<file path="src/rtl/rv_alu1_pipe.sv">
// ============================================================================
// rv_alu1_pipe : decode-to-ALU stage register with 2-entry skid buffer,
//                operand selection and jump/branch/mret target computation.
// Optional: `define RV_ALU1_PIPE_MISALIGN_EN adds o_misalign.
// Revision: 1.0 - initial release
// ============================================================================
`default_nettype none

module rv_alu1_pipe #(
    parameter int IADDR_SPACE_BITS = 32,
    parameter int XLEN             = 32,
    parameter int CTRL_W           = 16
) (
    input  logic                        i_clk,
    input  logic                        i_reset,
    input  logic                        i_flush,
    input  logic                        i_valid,
    output logic                        o_ready,
    input  logic [IADDR_SPACE_BITS-1:0] i_pc,
    input  logic [IADDR_SPACE_BITS-1:0] i_pc_next,
    input  logic                        i_branch_pred,
    input  logic [4:0]                  i_rd,
    input  logic                        i_reg_write,
    input  logic [XLEN-1:0]             i_imm_i,
    input  logic [XLEN-1:0]             i_imm_j,
    input  logic [2:0]                  i_op_sel,
    input  logic [4:0]                  i_inst,
    input  logic [CTRL_W-1:0]           i_ctrl,
    input  logic [IADDR_SPACE_BITS-1:0] i_ret_addr,
    input  logic [XLEN-1:0]             i_reg1_data,
    input  logic [XLEN-1:0]             i_reg2_data,
    output logic                        o_valid,
    input  logic                        i_ready,
    output logic [XLEN-1:0]             o_op1,
    output logic [XLEN-1:0]             o_op2,
    output logic [XLEN-1:0]             o_reg_data2,
    output logic [4:0]                  o_rd,
    output logic                        o_reg_write,
    output logic [CTRL_W-1:0]           o_ctrl,
    output logic [4:0]                  o_inst,
    output logic [IADDR_SPACE_BITS-1:0] o_pc,
    output logic [IADDR_SPACE_BITS-1:0] o_pc_next,
    output logic                        o_branch_pred,
    output logic [IADDR_SPACE_BITS-1:0] o_pc_target,
`ifdef RV_ALU1_PIPE_MISALIGN_EN
    output logic                        o_misalign,
`endif
    output logic                        o_jump_mispred
);

    localparam int         c_JAL    = 0;
    localparam int         c_JALR   = 1;
    localparam int         c_MRET   = 2;
    localparam int         c_BRANCH = 3;
    localparam int         c_OP1_PC = 0;
    localparam int         c_OP2_I  = 1;
    localparam int         c_OP2_J  = 2;

    // Buffer state encoded as {S.valid, M.valid}
    localparam logic [1:0] c_EMPTY  = 2'b00;
    localparam logic [1:0] c_ONE    = 2'b01;
    localparam logic [1:0] c_FULL   = 2'b11;

    typedef struct packed {
        logic [IADDR_SPACE_BITS-1:0] pc;
        logic [IADDR_SPACE_BITS-1:0] pc_next;
        logic                        branch_pred;
        logic [4:0]                  rd;
        logic                        reg_write;
        logic [XLEN-1:0]             imm_i;
        logic [XLEN-1:0]             imm_j;
        logic [2:0]                  op_sel;
        logic [4:0]                  inst;
        logic [CTRL_W-1:0]           ctrl;
        logic [IADDR_SPACE_BITS-1:0] ret_addr;
        logic [XLEN-1:0]             reg1;
        logic [XLEN-1:0]             reg2;
    } payload_t;

    payload_t r_m, r_s, w_in;
    logic     r_m_valid, r_s_valid, r_ready;
    logic     w_m_valid_nxt, w_s_valid_nxt;
    logic     w_load_m_in, w_load_m_s, w_load_s;
    logic     w_in_xfer, w_out_xfer;

    always_comb begin
        w_in.pc          = i_pc;
        w_in.pc_next     = i_pc_next;
        w_in.branch_pred = i_branch_pred;
        w_in.rd          = i_rd;
        w_in.reg_write   = i_reg_write;
        w_in.imm_i       = i_imm_i;
        w_in.imm_j       = i_imm_j;
        w_in.op_sel      = i_op_sel;
        w_in.inst        = i_inst;
        w_in.ctrl        = i_ctrl;
        w_in.ret_addr    = i_ret_addr;
        w_in.reg1        = i_reg1_data;
        w_in.reg2        = i_reg2_data;
    end

    assign w_in_xfer  = i_valid & r_ready;
    assign w_out_xfer = r_m_valid & i_ready;

    always_comb begin
        w_m_valid_nxt = r_m_valid;
        w_s_valid_nxt = r_s_valid;
        w_load_m_in   = 1'b0;
        w_load_m_s    = 1'b0;
        w_load_s      = 1'b0;
        case ({r_s_valid, r_m_valid})
            c_EMPTY: begin
                if (w_in_xfer) begin
                    w_m_valid_nxt = 1'b1;
                    w_load_m_in   = 1'b1;
                end
            end
            c_ONE: begin
                if (w_in_xfer && w_out_xfer) begin
                    w_load_m_in   = 1'b1;
                end else if (w_in_xfer) begin
                    w_s_valid_nxt = 1'b1;
                    w_load_s      = 1'b1;
                end else if (w_out_xfer) begin
                    w_m_valid_nxt = 1'b0;
                end
            end
            c_FULL: begin
                if (w_out_xfer) begin
                    w_load_m_s    = 1'b1;
                    w_s_valid_nxt = 1'b0;
                end
            end
            default: begin
                // {1,0} is unreachable; recover to empty
                w_m_valid_nxt = 1'b0;
                w_s_valid_nxt = 1'b0;
            end
        endcase
        if (i_flush) begin
            w_m_valid_nxt = 1'b0;
            w_s_valid_nxt = 1'b0;
        end
    end

    always_ff @(posedge i_clk or posedge i_reset) begin
        if (i_reset) begin
            r_m_valid <= 1'b0;
            r_s_valid <= 1'b0;
            r_ready   <= 1'b1;
            r_m       <= '0;
            r_s       <= '0;
        end else begin
            r_m_valid <= w_m_valid_nxt;
            r_s_valid <= w_s_valid_nxt;
            r_ready   <= ~w_s_valid_nxt;
            if (w_load_m_in) begin
                r_m <= w_in;
            end else if (w_load_m_s) begin
                r_m <= r_s;
            end
            if (w_load_s) begin
                r_s <= w_in;
            end
        end
    end

    logic [XLEN-1:0]             w_pc_ext;
    logic [IADDR_SPACE_BITS-1:0] w_base, w_offset, w_target;
    logic                        w_is_jump;

    always_comb begin
        w_pc_ext                         = '0;
        w_pc_ext[IADDR_SPACE_BITS-1:0]   = r_m.pc;
        if (r_m.inst[c_MRET]) begin
            w_base   = r_m.ret_addr;
            w_offset = '0;
        end else if (r_m.inst[c_JALR]) begin
            w_base   = r_m.reg1[IADDR_SPACE_BITS-1:0];
            w_offset = r_m.imm_i[IADDR_SPACE_BITS-1:0];
        end else begin
            w_base   = r_m.pc;
            w_offset = r_m.imm_j[IADDR_SPACE_BITS-1:0];
        end
        w_target = w_base + w_offset;
        if (r_m.inst[c_JALR]) begin
            w_target[0] = 1'b0;
        end
    end

    assign w_is_jump = r_m.inst[c_JAL] | r_m.inst[c_JALR] | r_m.inst[c_MRET];

    assign o_ready       = r_ready;
    assign o_valid       = r_m_valid;
    assign o_op1         = r_m.op_sel[c_OP1_PC] ? w_pc_ext : r_m.reg1;
    assign o_op2         = r_m.op_sel[c_OP2_I] ? r_m.imm_i :
                           r_m.op_sel[c_OP2_J] ? r_m.imm_j : r_m.reg2;
    assign o_reg_data2   = r_m.reg2;
    assign o_rd          = r_m.rd;
    assign o_reg_write   = r_m.reg_write;
    assign o_ctrl        = r_m.ctrl;
    assign o_inst        = r_m.inst;
    assign o_pc          = r_m.pc;
    assign o_pc_next     = r_m.pc_next;
    assign o_branch_pred = r_m.branch_pred;
    assign o_pc_target   = w_target;

`ifdef RV_ALU1_PIPE_MISALIGN_EN
    // A misaligned target traps, so the trap path owns the redirect
    assign o_misalign     = r_m_valid & (w_is_jump | r_m.inst[c_BRANCH]) & w_target[1];
    assign o_jump_mispred = r_m_valid & w_is_jump & ~o_misalign &
                            (~r_m.branch_pred | (w_target != r_m.pc_next));
`else
    assign o_jump_mispred = r_m_valid & w_is_jump &
                            (~r_m.branch_pred | (w_target != r_m.pc_next));
`endif

endmodule

`default_nettype wire

</file>
<file path="config.mk">
export PLATFORM = sky130hd
export DESIGN_NAME = rv_alu1_pipe
export DESIGN_NICKNAME = d
export VERILOG_FILES = /design/src/rtl/rv_alu1_pipe.sv
export SDC_FILE = /design/constraint.sdc
export NUM_CORES = 1
export LEC_CHECK = 0
export CORE_MARGIN = 2
export CORE_UTILIZATION = 32
export CTS_BUF_LIST = sky130_fd_sc_hd__clkbuf_2
export CTS_CLUSTER_DIAMETER = 50
export DETAILED_ROUTE_END_ITERATION = 8
export SLEW_MARGIN = 20
export SYNTH_ARGS = -nofsm -noshare
export SYNTH_HDL_FRONTEND = slang
export SYNTH_SLANG_ARGS = --single-unit
</file>
<file path="constraint.sdc">
create_clock -name i_clk -period 17.5 [get_ports i_clk]
set_clock_uncertainty 0.05 [all_clocks]
set_input_delay 2.625 -clock i_clk [delete_from_list [all_inputs] [get_ports i_clk]]
set_output_delay 2.625 -clock i_clk [all_outputs]
set_load 0.005 [all_outputs]
</file>
Word-level counts from Yosys, hierarchy flattened
Cells that the tools add are included.
Word-level totals
  bits of input ports: 260
  bits in registers: 513
  output and inout bits: 223
  word-level logic and storage cells: 79
Cells by class
  eq/ne operators: 8
  bitwise operators: 9
  mux-type cells: 28
  add/subtract/negate cells: 1
  reductions and logical operators: 4
Operators with widths (count)
  two-way mux 255 bit: 2
  two-way mux 32 bit: 7
  adder 32 bit: 1
  != test 32 bit: 1
  two-way mux 1 bit: 16
  != test 3 bit, second input constant: 4
  case mux 1 bit (3 select lines): 2
  AND reduction 5 bit: 1
  bitwise AND 1 bit: 4
  bitwise OR 1 bit: 3
  == test 2 x 1 -> 1 bit, second input constant: 1
  == test 2 bit, second input constant: 1
  zero test 2 bit: 1
  != test 2 bit, second input constant: 1
  NOT 1 bit: 2
  case mux 1 bit (2 select lines): 1
  nonzero test 2 bit: 1
  logical AND 1 bit: 1

Logic depth before layout (Yosys ltp)
Gate-level depths: netlist (run 1).
  depth after elaboration: 7
  depth in mapped cells: 17
  mapped depth without buffers: 13

Worst setup path before layout (run 1)
OpenSTA, ideal clock, no wires.
  kind: register -> output
  start point: register r_m, in the netlist o_inst[1]
  end point: output port o_jump_mispred
  required time: 14.825 ns
  arrival: 4.448 ns
  cell stages (with the launch flop): 17
  slack: 10.377 ns
  buffers on the path: 3
  path through: dfrtp_1 > clkbuf_1 > buf_1 > buf_1 > mux2i_1 > nor2_1 > ha_1 > fa_1 > xor2_1 > xor2_1 > or4_1 > nor4_1 > nand4_1 > a2111o_1 > or4_1 > nor4_2 > a21oi_1
On the way
  elaborated cells between the ends (all ways): 12
  those cells by class: add/sub (1); eq/ne (1); mux (5); bitwise (5)
RTL lines
  from (decl): RTL line 80  | payload_t r_m, r_s, w_in;
  from (signal assigned): RTL line 158  | r_m <= w_in;
  from (signal assigned): RTL line 160  | r_m <= r_s;
  two-way mux 32 bit: RTL line 178  | end else if (r_m.inst[c_JALR]) begin
  two-way mux 32 bit: RTL line 175  | if (r_m.inst[c_MRET]) begin
  adder 32 bit (*): RTL line 185  | w_target = w_base + w_offset;
  via o_pc_target[2]: RTL line 44  | output logic [IADDR_SPACE_BITS-1:0] o_pc_target,
  != test 32 bit (*): RTL line 215  | (~r_m.branch_pred | (w_target != r_m.pc_next));
  bitwise OR 1 bit (*): RTL line 215
  bitwise AND 1 bit (*): RTL line 214  | assign o_jump_mispred = r_m_valid & w_is_jump &
  to (decl): RTL line 48  | output logic o_jump_mispred
The timed path passes the listed nets; every way through them passes the cells marked *.

Worst setup path after layout (run 1)
  start point: register r_m, in the netlist o_inst[1]
  end point: output port o_jump_mispred
On the way
  cells in the longest elaborated chain, start to end: 7
  elaborated cells between the ends (all ways): 12
  those cells by class: add/sub (1); eq/ne (1); mux (5); bitwise (5)
RTL lines
  two-way mux 32 bit: RTL line 178
  two-way mux 32 bit: RTL line 175
  adder 32 bit: RTL line 185
  two-way mux 1 bit: RTL line 186  | if (r_m.inst[c_JALR]) begin
  != test 32 bit: RTL line 215
  bitwise OR 1 bit: RTL line 215
  bitwise AND 1 bit (*): RTL line 214
Every way passes the cells marked *; elsewhere a longest branch is shown, timed or not.

==> results.md, run 1 <==
Status:
- The run finished with clean final reports.

Yosys:
- The area of the mapped netlist is 26,200 um2.
- The total of warnings raised by yosys is 0.
- The commonest register cell after synthesis is dfrtp_1.
- The share of the Yosys chip area taken by registers is 0.490.
- The number of flops mapped to enable cells by yosys is 0.
- Synthesis instantiated 70 different standard cells from the library.
- The synthesized net count is 2,846.
- The library cell with the highest instance count after synthesis is nand2_1.
- By count the netlist is led by nand2_1, dfrtp_1, mux2_2.
- The cell taking the most area after synthesis is dfrtp_1.
- Yosys attributes the largest share of cell area to dfrtp_1, mux2_2, nand2_1.
- Counting flops with an async set or reset pin after synthesis yields a share of 1.00.
- Synthesis inferred 513 register bits.
- The share of synthesized area in the top cell type comes to 0.489.
- The number of instances in the synthesized netlist is 2,554.
- The synthesized area per cell is 10.3 um2.

Critical path:
- The most common cell type on the critical path is mux2i_1.
- The endpoint arrival time on the critical path is 7280 ps.
- The maximum fanout along the worst path is 41.
- The most critical setup path has its startpoint at o_inst[1]$_DFFE_PP0P_.
- The largest individual stage delay along the critical path comes from the cell dfrtp_4.
- The beginning of the worst register-to-register path is o_ready$_DFF_PP1_.
- The critical path is of the flip-flop to primary output type.
- The category of the worst setup path launch point is a flip-flop.
- The worst setup path is captured at a primary output.
- The required time at the endpoint of the critical path is 14,830 ps.
- Traced cell by cell, the critical path runs through buf_4 > mux2i_1 > o21ai_0 > ha_1 > fa_1 > and3_1 > o2111ai_1 > mux2i_1 > o311ai_0 > a2111oi_0 > nand3_1 > or4_1 > nor4_2 > a21oi_1 > clkdlybuf4s50_1.
- The maximum cell stage delay along the critical path is 800 ps.

Final layout:
- Once layout is complete, the utilization of the core stands at 0.401.
- The final non-filler cell total is 4,092.
- The final net count is 3,202.
- The area added between synthesis and finish is 23.5%.
- The fraction of final layout cells sized beyond drive strength 1 is 0.188.
- Fill cells in the final layout number 8,014.

Clock tree:
- In this run, post-CTS hold repair placed 0 buffers.
- TritonCTS built the clock tree.
- The insertion delay of the later-clocked pin in the worst-skew pair is 1290 ps.
- The CTS buffer count is 144.
- Clock-pin slew was measured on the worst setup and hold paths at 110 ps.
- Buffers added to address setup during post-CTS repair amount to 0.
- The worst-case clock buffer depth is 3.
- The tree is rooted in a clkbuf_2.
- The H-tree was split into 4 levels.
- The number of gates resized after CTS was 0.
- The clock net in this run drives a total of 513 sinks.

Detailed routing:
- For this block, the via count after detailed routing is 20,900.
- The number of vias per cell after detailed routing is 5.12.
- For this run, the detailed router's first-pass iteration total came to 7.
- The count of nets left with antenna violations once routing finished came out at 0.
- The total length of routed wires is 92,300 um.
- The number of DRC violations after detailed routing is 0.
- The routed wire length per instance is 22.6 um.
- The first routing iteration left 1,617 violations.

Global routing:
- The first-pass GRT wire length is 137,000 um.
- The maximum number of pins on one net before global-route repair is 169.
- The overall fraction of global-route tracks in use is 0.215.
- The initial antenna violation count is 18.
- The via count of the first global-routing pass is 20,900.
- The overflow left after global routing is 0.

Timing:
- The clock period could shrink to 9960 ps.
- The final number of hold-violating endpoints is 0.
- The final count of pins violating max slew came to 0.
- The post-route clock period utilization is 0.569.
- Static timing analysis puts the maximum clock frequency at 100 MHz.
- For the pin with the worst max-slew slack, the measured transition is 1100 ps.
- The worst relative slew slack is 0.269.
- Setup repair after global routing left no endpoint under its margin.
- For the final routed database, the setup TNS stands at 0 ps.
- The final count of negative-setup-slack endpoints is 0.

Floorplanning:
- The top-level I/O count is 483.
- The effective utilization at floorplan is 0.325.
- The number of placement rows is 104.
- From bottom edge to top edge, the die measures 290 um.
- The die is 290 um wide.
- The area of the die is 84,300 um2.
- The area of the placeable core is 80,800 um2.

Power and ir drop:
- The net switching power is 1360 uW.
- The fraction of power spent switching nets is 0.361.
- The design draws 3760 uW.
- The share of total power dissipated in the clock network is 0.239.
- Of the total power, combinational logic draws 0.334.
- The worst-case IR drop observed on VDD is 52.0 uV.
- For this design the static power due to leakage is 0.0144 uW.
- The total power density per cell area is 116 nW/um2.
- Cell internal power was estimated by the tool at 2400 uW.
- Of the total power, registers draw 0.427.

Place:
- The number of port buffers is 482.
- Summed over all nets, the half-perimeter wirelength after detailed placement is 65,400 um.
- The last weighted congestion value of the routability-driven placer is 0.888.
- Once placement completed, the tool counted placed cells totaling 3,824.

Hold path:
- The path category of the worst min-delay check is flip-flop to flip-flop.
- The origin of the worst min-delay path is r_s[62]$_DFFE_PP0P_.

Flow run:
- Max-cap violations in this run came to 0.
[worst max-delay path: cells and delay by family, from the launching register on]
| kind | cells | cell delay, ps |
|---|---|---|
| compound gates | 5 | 1590 |
| fa+ha+maj | 2 | 740 |
| buf+inv | 2 | 1200 |
| flops | 1 | 800 |
| mux | 2 | 510 |
| simple gates | 4 | 1080 |
[final timing paths]
check | cells after the start | endpoint | slack, ps
max in group asynchronous | 4 | r_m[118]$_DFFE_PP0P_ | 13360
setup / recovery | 15 | o_jump_mispred | 7540
setup reg to reg | 7 | r_m[163]$_DFFE_PP0P_ | 13750
hold / removal | 2 | r_m[62]$_DFFE_PP0P_ | 350
hold reg to reg | 2 | r_m[62]$_DFFE_PP0P_ | 350
min in group asynchronous | 2 | o_reg_data2[23]$_DFFE_PP0P_ | 1820
[layout make-up]
type                       count  area, um2  area share
timing repair buffer         506       5040       0.156
clock inverter                38        234     0.00722
clock buffer                 218       1090      0.0337
multi-input combinational   1724      11700       0.362
tap                         1060       1330      0.0409
sequential                   513      12800       0.397
antenna                       12       30.0    0.000927
inverter                      21       86.3     0.00267
[sequential cells by signal, indices dropped and copies added (netlist names)]
| name | cells |
|---|---|
| o_branch_pred | 1 |
| o_ctrl | 16 |
| o_inst | 5 |
| o_pc | 32 |
| o_pc_next | 32 |
| o_rd | 5 |
| o_ready | 1 |
| o_reg_data2 | 32 |
| o_reg_write | 1 |
| o_valid | 1 |
| r_m | 131 |
| r_s | 255 |
| r_s_valid | 1 |
[power groups by stage]
| stage | Clock, uW | Sequential (uW) | Combinational (uW) |
|---|---|---|---|
| after detailed placement | 0 | 1630 | 1260 |
| final | 899 | 1610 | 1260 |
| after global routing | 1000 | 1640 | 1360 |
| after floorplan | 0 | 1550 | 757 |
| after CTS | 938 | 1610 | 1270 |
| after global placement | 0 | 1620 | 1260 |
[per-stage QoR]
step                      setup slack (ps)  instance area, um2  hold slack [ps]
after CTS                             7400               32400              329
after floorplan                        498               26200              396
after global routing                  7050               32400              379
final                                 7540               32400              354
after global placement                9010               31000              407
after detailed placement              8920               31000              411
[per-layer routing]
metal	track usage	share of wire	up-vias
met5	0	0.00075	-
met4	0.0917	0.033	10
met3	0.0572	0.062	152
met2	0.350	0.49	641
met1	0.270	0.42	10500
li1	-	-	9668
[logic make-up (layout without fill, tap and decap cells)]
family / Yosys count / in the layout / share of synthesized area
and+or+nand+nor: 760 / 760 / 0.117
DFF: 513 / 513 / 0.490
AOI/OAI and AO/OA: 485 / 485 / 0.129
muxes: 384 / 384 / 0.160
buffers and inverters: 317 / 783 / 0.0641
xor gates and xnor gates: 63 / 63 / 0.0243
adders and majority gates: 32 / 32 / 0.0156
other: 0 / 12 / 0
[cell usage in the layout (no fill, tap or decap), types with 4 or more instances in the layout]
cell type and instances:
inv_1 20, a21o_1 13, ha_1 31, mux2_2 287
nand4_1 14, nand3_1 8, xor2_1 21, and3_1 5
o311ai_0 4, o2111ai_1 5, o21ai_0 91, clkinv_1 23
dfrtp_1 507, clkinvlp_4 4, a21oi_1 41, o21a_1 6
o211ai_1 9, xnor2_1 36, mux2i_1 97, diode_2 12
nand2_1 607, nand2b_1 5, o31ai_1 6, clkbuf_2 218
nor3_1 15, clkdlybuf4s50_1 482, or3_1 5, a22oi_1 258
nor2_1 68, o221ai_1 4, a211oi_1 13, nor4_1 6
buf_4 21
Power figures use the tool's default switching activity.
==> run 2: changes to the inputs <==
==> constraint.sdc (replaced) <==
create_clock -name i_clk -period 9.5 [get_ports i_clk]
set_clock_uncertainty 0.05 [all_clocks]
set_input_delay 1.425 -clock i_clk [delete_from_list [all_inputs] [get_ports i_clk]]
set_output_delay 1.425 -clock i_clk [all_outputs]
set_load 0.005 [all_outputs]
==> run 2 against run 1 <==
Net effect: critical path type unchanged; first-iteration DRC count is 17% lower; critical endpoint unchanged; clock power increased by 97%; power is 88% higher; sequential share of layout area down 0.17 points; die area did not move; largest cell class unchanged; routed wire length is 2.9% higher; cell area increased by 0.42%; largest power group unchanged; flip-flop and latch count unchanged.
==> results.md, run 2 (synthesized netlist as in run 1, its figures left out) <==
Clock tree:
- The CTS buffer count was 147 (+2.1%).
- The worst-case clock buffer depth is 3 (unchanged).
- The clock transition at the registers of the reported paths was 110 ps (about the same).
- The number of sinks handled by clock tree synthesis came to 513 (unchanged).
- TritonCTS built the clock tree.
- The H-tree depth is 4 (unchanged).
- The post-cts gate resize count is 0 (unchanged).
- The number of buffers inserted for hold repair after clock tree synthesis is 0 (unchanged).
- The post-CTS setup buffer count is 0 (unchanged).
- The root buffer cell chosen for the clock tree is clkbuf_2.
- The insertion delay of the later-clocked pin in the worst-skew pair is 1320 ps (+30 ps).

Floorplanning:
- The effective utilization at floorplan is 0.325 (unchanged).
- The area of the placeable core is 80,800 um2 (unchanged).
- The area of the die came to 84,300 um2 (unchanged).
- The top-level I/O count is 483 (unchanged).
- The number of placement rows is 104 (unchanged).
- The y dimension of the die is 290 um (unchanged).
- The floorplan die width is 290 um (unchanged).

Global routing:
- The first-pass GRT wire length is 141,000 um (+3.3%).
- The overflow left after global routing was 0 (unchanged).
- The initial antenna violation count is 20 (+2).
- The via count of the first global-routing pass came to 21,500 (+2.6%).
- The maximum number of pins on one net before global-route repair is 173 (+2.4%).
- The overall fraction of global-route tracks in use is 0.222 (+0.00696).

Place:
- The number of port buffers is 482 (unchanged).
- The number of placed cells counting well taps came to 3,824 (unchanged).
- The half-perimeter wire length after placement is 68,000 um (+4.0%).
- The post-detailed-placement cell area was 31,100 um2 (about the same).
- The last weighted congestion value of the routability-driven placer came to 0.883 (-0.57%).

Final layout:
- The area added between synthesis and finish is 24.1%.
- The register with the highest flop count is r_s.
- The final non-filler cell total was 4,100 (+0.20%).
- The largest registers in the layout are r_s x255, r_m x131.
- The final net count is 3,205 (+0.094%).
- The flip-flop count of the largest register after layout is 255 (unchanged).
- The most common cell after layout, fill and taps aside is nand2_1.
- The fraction of final layout cells sized beyond drive strength 1 was 0.192 (+0.00452).
- The top cell types in the final layout, fill and taps aside, are nand2_1, dfrtp_1, clkdlybuf4s50_1.
- The cell area after layout came to 32,500 um2 (+0.42%).

Timing:
- The final count of pins violating max slew is 0 (unchanged).
- The final number of hold-violating endpoints is 0 (unchanged).
- The sum of negative setup slack is 0 ps (unchanged).
- The final count of negative-setup-slack endpoints is 0 (unchanged).
- The clock period could shrink to 8400 ps.
- The slew of the pin with the lowest slew margin is 1110 ps (+16.4 ps).
- The top achievable clock speed is 119 MHz.
- Setup repair after global routing left no endpoint under its margin.
- The worst relative slew slack is 0.258 (-0.0109).
- Dividing the final minimum period by the clock period gives 0.884.

Status:
- The flow ran to the end, and the final reports show no timing, DRC or antenna violations.

Power and ir drop:
- The standby leakage power is 0.0145 uW (+0.68%).
- The relative contribution of the clock network to total power is 0.251 (+0.012).
- The fraction of power spent switching nets is 0.358 (-0.00348).
- The sequential share of power is 0.422 (-0.005).
- The total power density per cell area was 217 nW/um2 (+87%).
- The internal cell power is 4540 uW (+89%).
- The proportion of power drawn by combinational gates came to 0.327 (-0.007).
- The net switching power is 2530 uW (+86%).
- The worst vdd rail ir drop is 88.1 uV (+69%).

Hold path:
- The path with the worst hold slack has its endpoint at r_m[148]$_DFFE_PP0P_.
- The number of instances on the worst hold path was 2 (unchanged).
- The path class of the tightest hold or removal check is flip-flop to flip-flop.
- The origin of the worst min-delay path is r_s[148]$_DFFE_PP0P_.

Detailed routing:
- The total vias in the final route came to 21,100 (+0.76%).
- The number of DRC violations after detailed routing is 0 (unchanged).
- The total length of routed wires is 94,900 um (+2.9%).
- The number of vias per cell after detailed routing is 5.15 (+0.57%).
- The final antenna-violating net count is 0 (unchanged).
- The detailed-router iteration count before antenna repair came to 7 (unchanged).
- The routed wire length per instance was 23.2 um (+2.7%).
- The DRC marker count from the first detailed-route iteration was 1,346 (-17%).

Critical path:
- The maximum cell stage delay along the critical path is 840 ps (+40 ps).
- The maximum fanout along the worst path is 29 (-29%).
- The critical path is of the flip-flop to primary output type.
- The required time at the endpoint of the critical path is 8030 ps (-6800 ps).
- The worst setup slack for register-to-register paths is 6000 ps (-7750 ps).
- The library cell contributing the largest single delay on the critical path is a2111oi_0.
- In this run the critical register-to-register path is launched from o_ready$_DFF_PP1_.
- The endpoint arrival time on the critical path is 6920 ps (-360 ps).
- The category of the worst setup path launch point is a flip-flop.
- The number of cells on the worst reg-to-reg path is 5 (-2).
- STA classifies the critical path endpoint as a primary output.
- The critical path goes through buf_4 > mux2i_1 > nor2_1 > ha_1 > nand2_1 > o211ai_1 > o211ai_1 > a2111oi_0 > nor2_1 > a2111oi_0 > nand4b_1 > nor4_2 > a21oi_1 > clkdlybuf4s50_1.
- The reg-to-reg endpoint is r_s[73]$_DFFE_PP0P_.

Flow run:
- The count of maximum capacitance violations came to 0 (unchanged).
[run 2: cell types whose count changed in the layout (fill, tap and decap cells not counted), moves of 2 or more]
cell        change
buf_4           -2
bufinv_16       +3
clkinvlp_4      -2
clkinv_1        -8
buf_12          +2
clkbuf_2       +14
[run 2: metrics by stage]
| stage | hold WS, ps | util | total power (uW) | worst slack, ps |
|---|---|---|---|---|
| 2_1_floorplan | 396 | - | 4250 | 1060 |
| 4_1_cts | 323 | 0.402 | 7160 | 910 |
| 3_3_place_gp | 409 | 0.384 | 5330 | 2380 |
| 6_report | 353 | 0.403 | 7070 | 1100 |
| 5_1_grt | 370 | 0.402 | 7510 | 600 |
| 3_5_place_dp | 411 | 0.384 | 5340 | 2370 |
[run 2: worst max path at each step]
| stage | start | end | slack (ps) | cells after the start |
|---|---|---|---|---|
| after floorplan | i_reset | o_branch_pred$_DFFE_PP0P_ | 1060 | 1 |
| after global placement | o_inst[1]$_DFFE_PP0P_ | o_jump_mispred | 2380 | 14 |
| after detailed placement | o_inst[1]$_DFFE_PP0P_ | o_jump_mispred | 2370 | 14 |
| after CTS | o_inst[1]$_DFFE_PP0P_ | o_jump_mispred | 910 | 14 |
| after global routing | o_inst[1]$_DFFE_PP0P_ | o_jump_mispred | 600 | 14 |
| final | o_inst[1]$_DFFE_PP0P_ | o_jump_mispred | 1100 | 14 |
[run 2: final cells by class]
cell class | instances | area [um2]
fill | 8002 | 48300
sequential | 513 | 12800
multi-input combinational | 1724 | 11700
timing repair buffer | 506 | 5070
tap | 1060 | 1330
clock buffer | 232 | 1160
clock inverter | 31 | 277
inverter | 21 | 82.6
antenna | 13 | 32.5
[run 2: worst max-delay path, delay by kind of cell (launching register included)]
family	cells	cell delay (ps)
multiplexers	1	250
AND/OR/NAND/NOR	5	1080
AO/OA/AOI/OAI	5	1970
buffers and inverters	2	1000
flip-flops	1	760
adder cells (fa/ha/maj)	1	580
[run 2: per-layer routing]
metal	up-vias	global-route usage	routed length (um)
met1	10500	0.273	39100
li1	9691	-	-
met2	696	0.371	46600
met5	-	0	94
met4	14	0.0885	3000
met3	150	0.0588	6200
[run 2: power groups by stage]
stage | registers (uW) | logic (uW) | clock network [uW]
after floorplan | 2850 | 1390 | 0
after global placement | 3020 | 2310 | 0
after detailed placement | 3030 | 2310 | 0
after CTS | 2990 | 2330 | 1850
after global routing | 3040 | 2500 | 1970
final | 2990 | 2310 | 1770
==> variant (flow settings as in run 2) <==
The option `RV_ALU1_PIPE_MISALIGN_EN` is turned on by a define.
--- a/src/rtl/rv_alu1_pipe.sv
+++ b/src/rtl/rv_alu1_pipe.sv
@@ -7,2 +7,4 @@
 `default_nettype none
+
+`define RV_ALU1_PIPE_MISALIGN_EN
 
Formal check against the unedited RTL (old outputs only; new: o_misalign): not equivalent (Yosys sat finds a counterexample within 4 cycles, from zero or initial values and one cycle with i_reset high).
==> variant against run 2 <==
  * Synthesized area is essentially flat
  * Count of clock-buffer cells in the layout shrank 18
  * Sequential cell count is the same
  * Final area shrank 0.52%
  * Non-clock buffer count shrank 3
  * Worst setup slack is essentially flat
  * Routed wire length shrank 1.9%
  * Register-to-register slack lost 0.07 ns
  * Via count shrank 1.7%
  * Total power shrank 1.8%
  * Sequential share of layout area grew 0.21 points
  * Synthesized cell count shrank 0.43%
  * Critical path type unchanged
  * Critical endpoint unchanged
==> variant: results (changes against run 2) <==
Synth
  – Share of flip-flops with an asynchronous set or reset: 100.0% (unchanged)
  – Post-synthesis adder-cell area fraction: 1.557% (about the same)
  – Proportion of synthesized chip area in sequential cells: 49.00% (about the same)
  – Top cells by area, synth: sky130_fd_sc_hd__dfrtp_1 (49%), sky130_fd_sc_hd__mux2_2 (12%), sky130_fd_sc_hd__nand2_1 (8.7%)
  – Area fraction in compound gates after synthesis: 12.65% (-0.26 points)
  – Multiplexer fraction of the synthesized cell area: 16.15% (+0.13 points)
  – Xor and xnor area share after synthesis: 2.192% (-0.24 points)
  – Net count after synthesis: 2,835 (-0.39%)
  – Number of library cell types mapped by synthesis: 77 (+10%)
  – Count of warnings emitted by yosys: 0 (unchanged)
  – Synth cell count leaders: sky130_fd_sc_hd__nand2_1 (610), sky130_fd_sc_hd__dfrtp_1 (512), sky130_fd_sc_hd__mux2_2 (287)

Setup path
  – Crit path max-delay cell type: sky130_fd_sc_hd__dfrtp_4
  – Max Fanout on Critical Path: 42 (+45%)
  – FF-to-FF path depth: 6 (+1)
  – Worst path max stage delay: 0.93 ns (+0.09 ns)

Global routing
  – Wire length of the first global-routing pass: 138,200 um (-2.1%)
  – Tot GR Track Use: 21.75% (-0.48 points)
  – Number of global-route vias before repair: 21,118 (-1.6%)
  – Antenna violations before repair: 21 (+5.0%)
  – Largest net degree at the start of global routing: 165 (-4.6%)

Detailed routing
  – Number of search-and-repair iterations in the first detailed-routing pass: 5 (-2)
  – Final Routed Wirelength: 93,160 um (-1.9%)
  – Violation count after the first detailed-routing iteration: 1,503 (+12%)
  – Avg Vias per Cell: 5.083 (-1.2%)

Pwr
  – Worst voltage drop across the vdd grid: 0.0001094 V (+24%)
  – Part of the power in combinational logic: 32.9% (+0.2 points)
  – Sequential share of power: 43.2% (+1.0 points)
  – Internal Power: 4413 uW (-2.8%)
  – Static power due to leakage: 0.01438 uW (-0.63%)

Placement
  – Sum of net half-perimeters after detailed placement: 65,600 um (-3.6%)
  – Port-buffer cells: 483 (+0.21%)
  – GPL Wtd Cong: 0.8971 (+1.6%)

Layout
  – Filler Cell Count: 7,992 (-0.12%)
  – Number of nets in the layout: 3,195 (-0.31%)
  – Ratio of cells with drive above 1 in the final layout: 19.03% (-0.19 points)

Outcome
  – Outcome: complete, no violations

Clock tree
  – Number of gates resized after CTS: 0 (unchanged)
  – Clock transition at the registers of the reported paths: 0.09 ns (-0.02 ns)
  – TritonCTS Buffers: 150 (+2.0%)

Min path
  – Hold Crit Depth: 2 (unchanged)

STA
  – Worst slew margin relative to its limit: 26.22% (+0.44 points)

Job
  – Number of violations of the max-capacitance limit: 0 (unchanged)
-- variant: cell count changes in the layout (fill, tap and decap cells not counted), sizes merged, moves of 7 or more --
cell	change
a211oi	-7
clkbuf	-18
nand3	+8
nor2	-7
-- variant: cells by family after synthesis --
family	after synthesis
and+or+nand+nor	769
DFF	513
AOI/OAI and AO/OA	471
muxes	387
buffers and inverters	314
xor gates and xnor gates	57
adders and majority gates	32
-- variant: path summary, 6_finish.rpt --
kind	slack, ns	startpoint	to
setup / recovery	1.10	o_inst[1]	o_jump_mispred
hold / removal	0.38	r_s[127]	r_m[127]
setup reg to reg	5.93	o_valid	r_m[61]
hold reg to reg	0.38	r_s[127]	r_m[127]
max in group asynchronous	7.12	i_reset	r_s[71]
min in group asynchronous	0.57	i_reset	o_inst[4]
-- variant: area by class of cell --
type,instances,area share [%]
well taps,1060,4.099
flip-flops and latches,513,39.71
clock buffers,214,3.310
inverters,19,0.2320
multi-input cells,1716,36.15
diodes,14,0.1083
clock inverters,40,0.7540
repair buffers,503,15.64
-- variant: layer usage --
metal  GRT usage (%)  vias up  part of all wire, %
li1                -     9619                    -
met2           35.26      597                   48
met4           9.159       16                  3.1
met1           27.12    10342                   42
met5               0        -                 0.12
met3           6.181      161                  6.2
-- variant: stage by stage --
| stage | setup WS (ns) | instances | instance area, um^2 | hold WS [ns] | total power, uW |
|---|---|---|---|---|---|
| final | 1.103 | 4079 | 32360 | 0.3805 | 6946 |
| after global routing | 0.5955 | 4078 | 32360 | 0.4096 | 7387 |
| after CTS | 0.9041 | 4065 | 32320 | 0.3581 | 7029 |
| after detailed placement | 2.435 | 3811 | 31010 | 0.4118 | 5334 |
| after global placement | 2.441 | 3811 | 31010 | 0.4074 | 5311 |
| after floorplan | 1.060 | 2543 | 26210 | 0.3957 | 4274 |
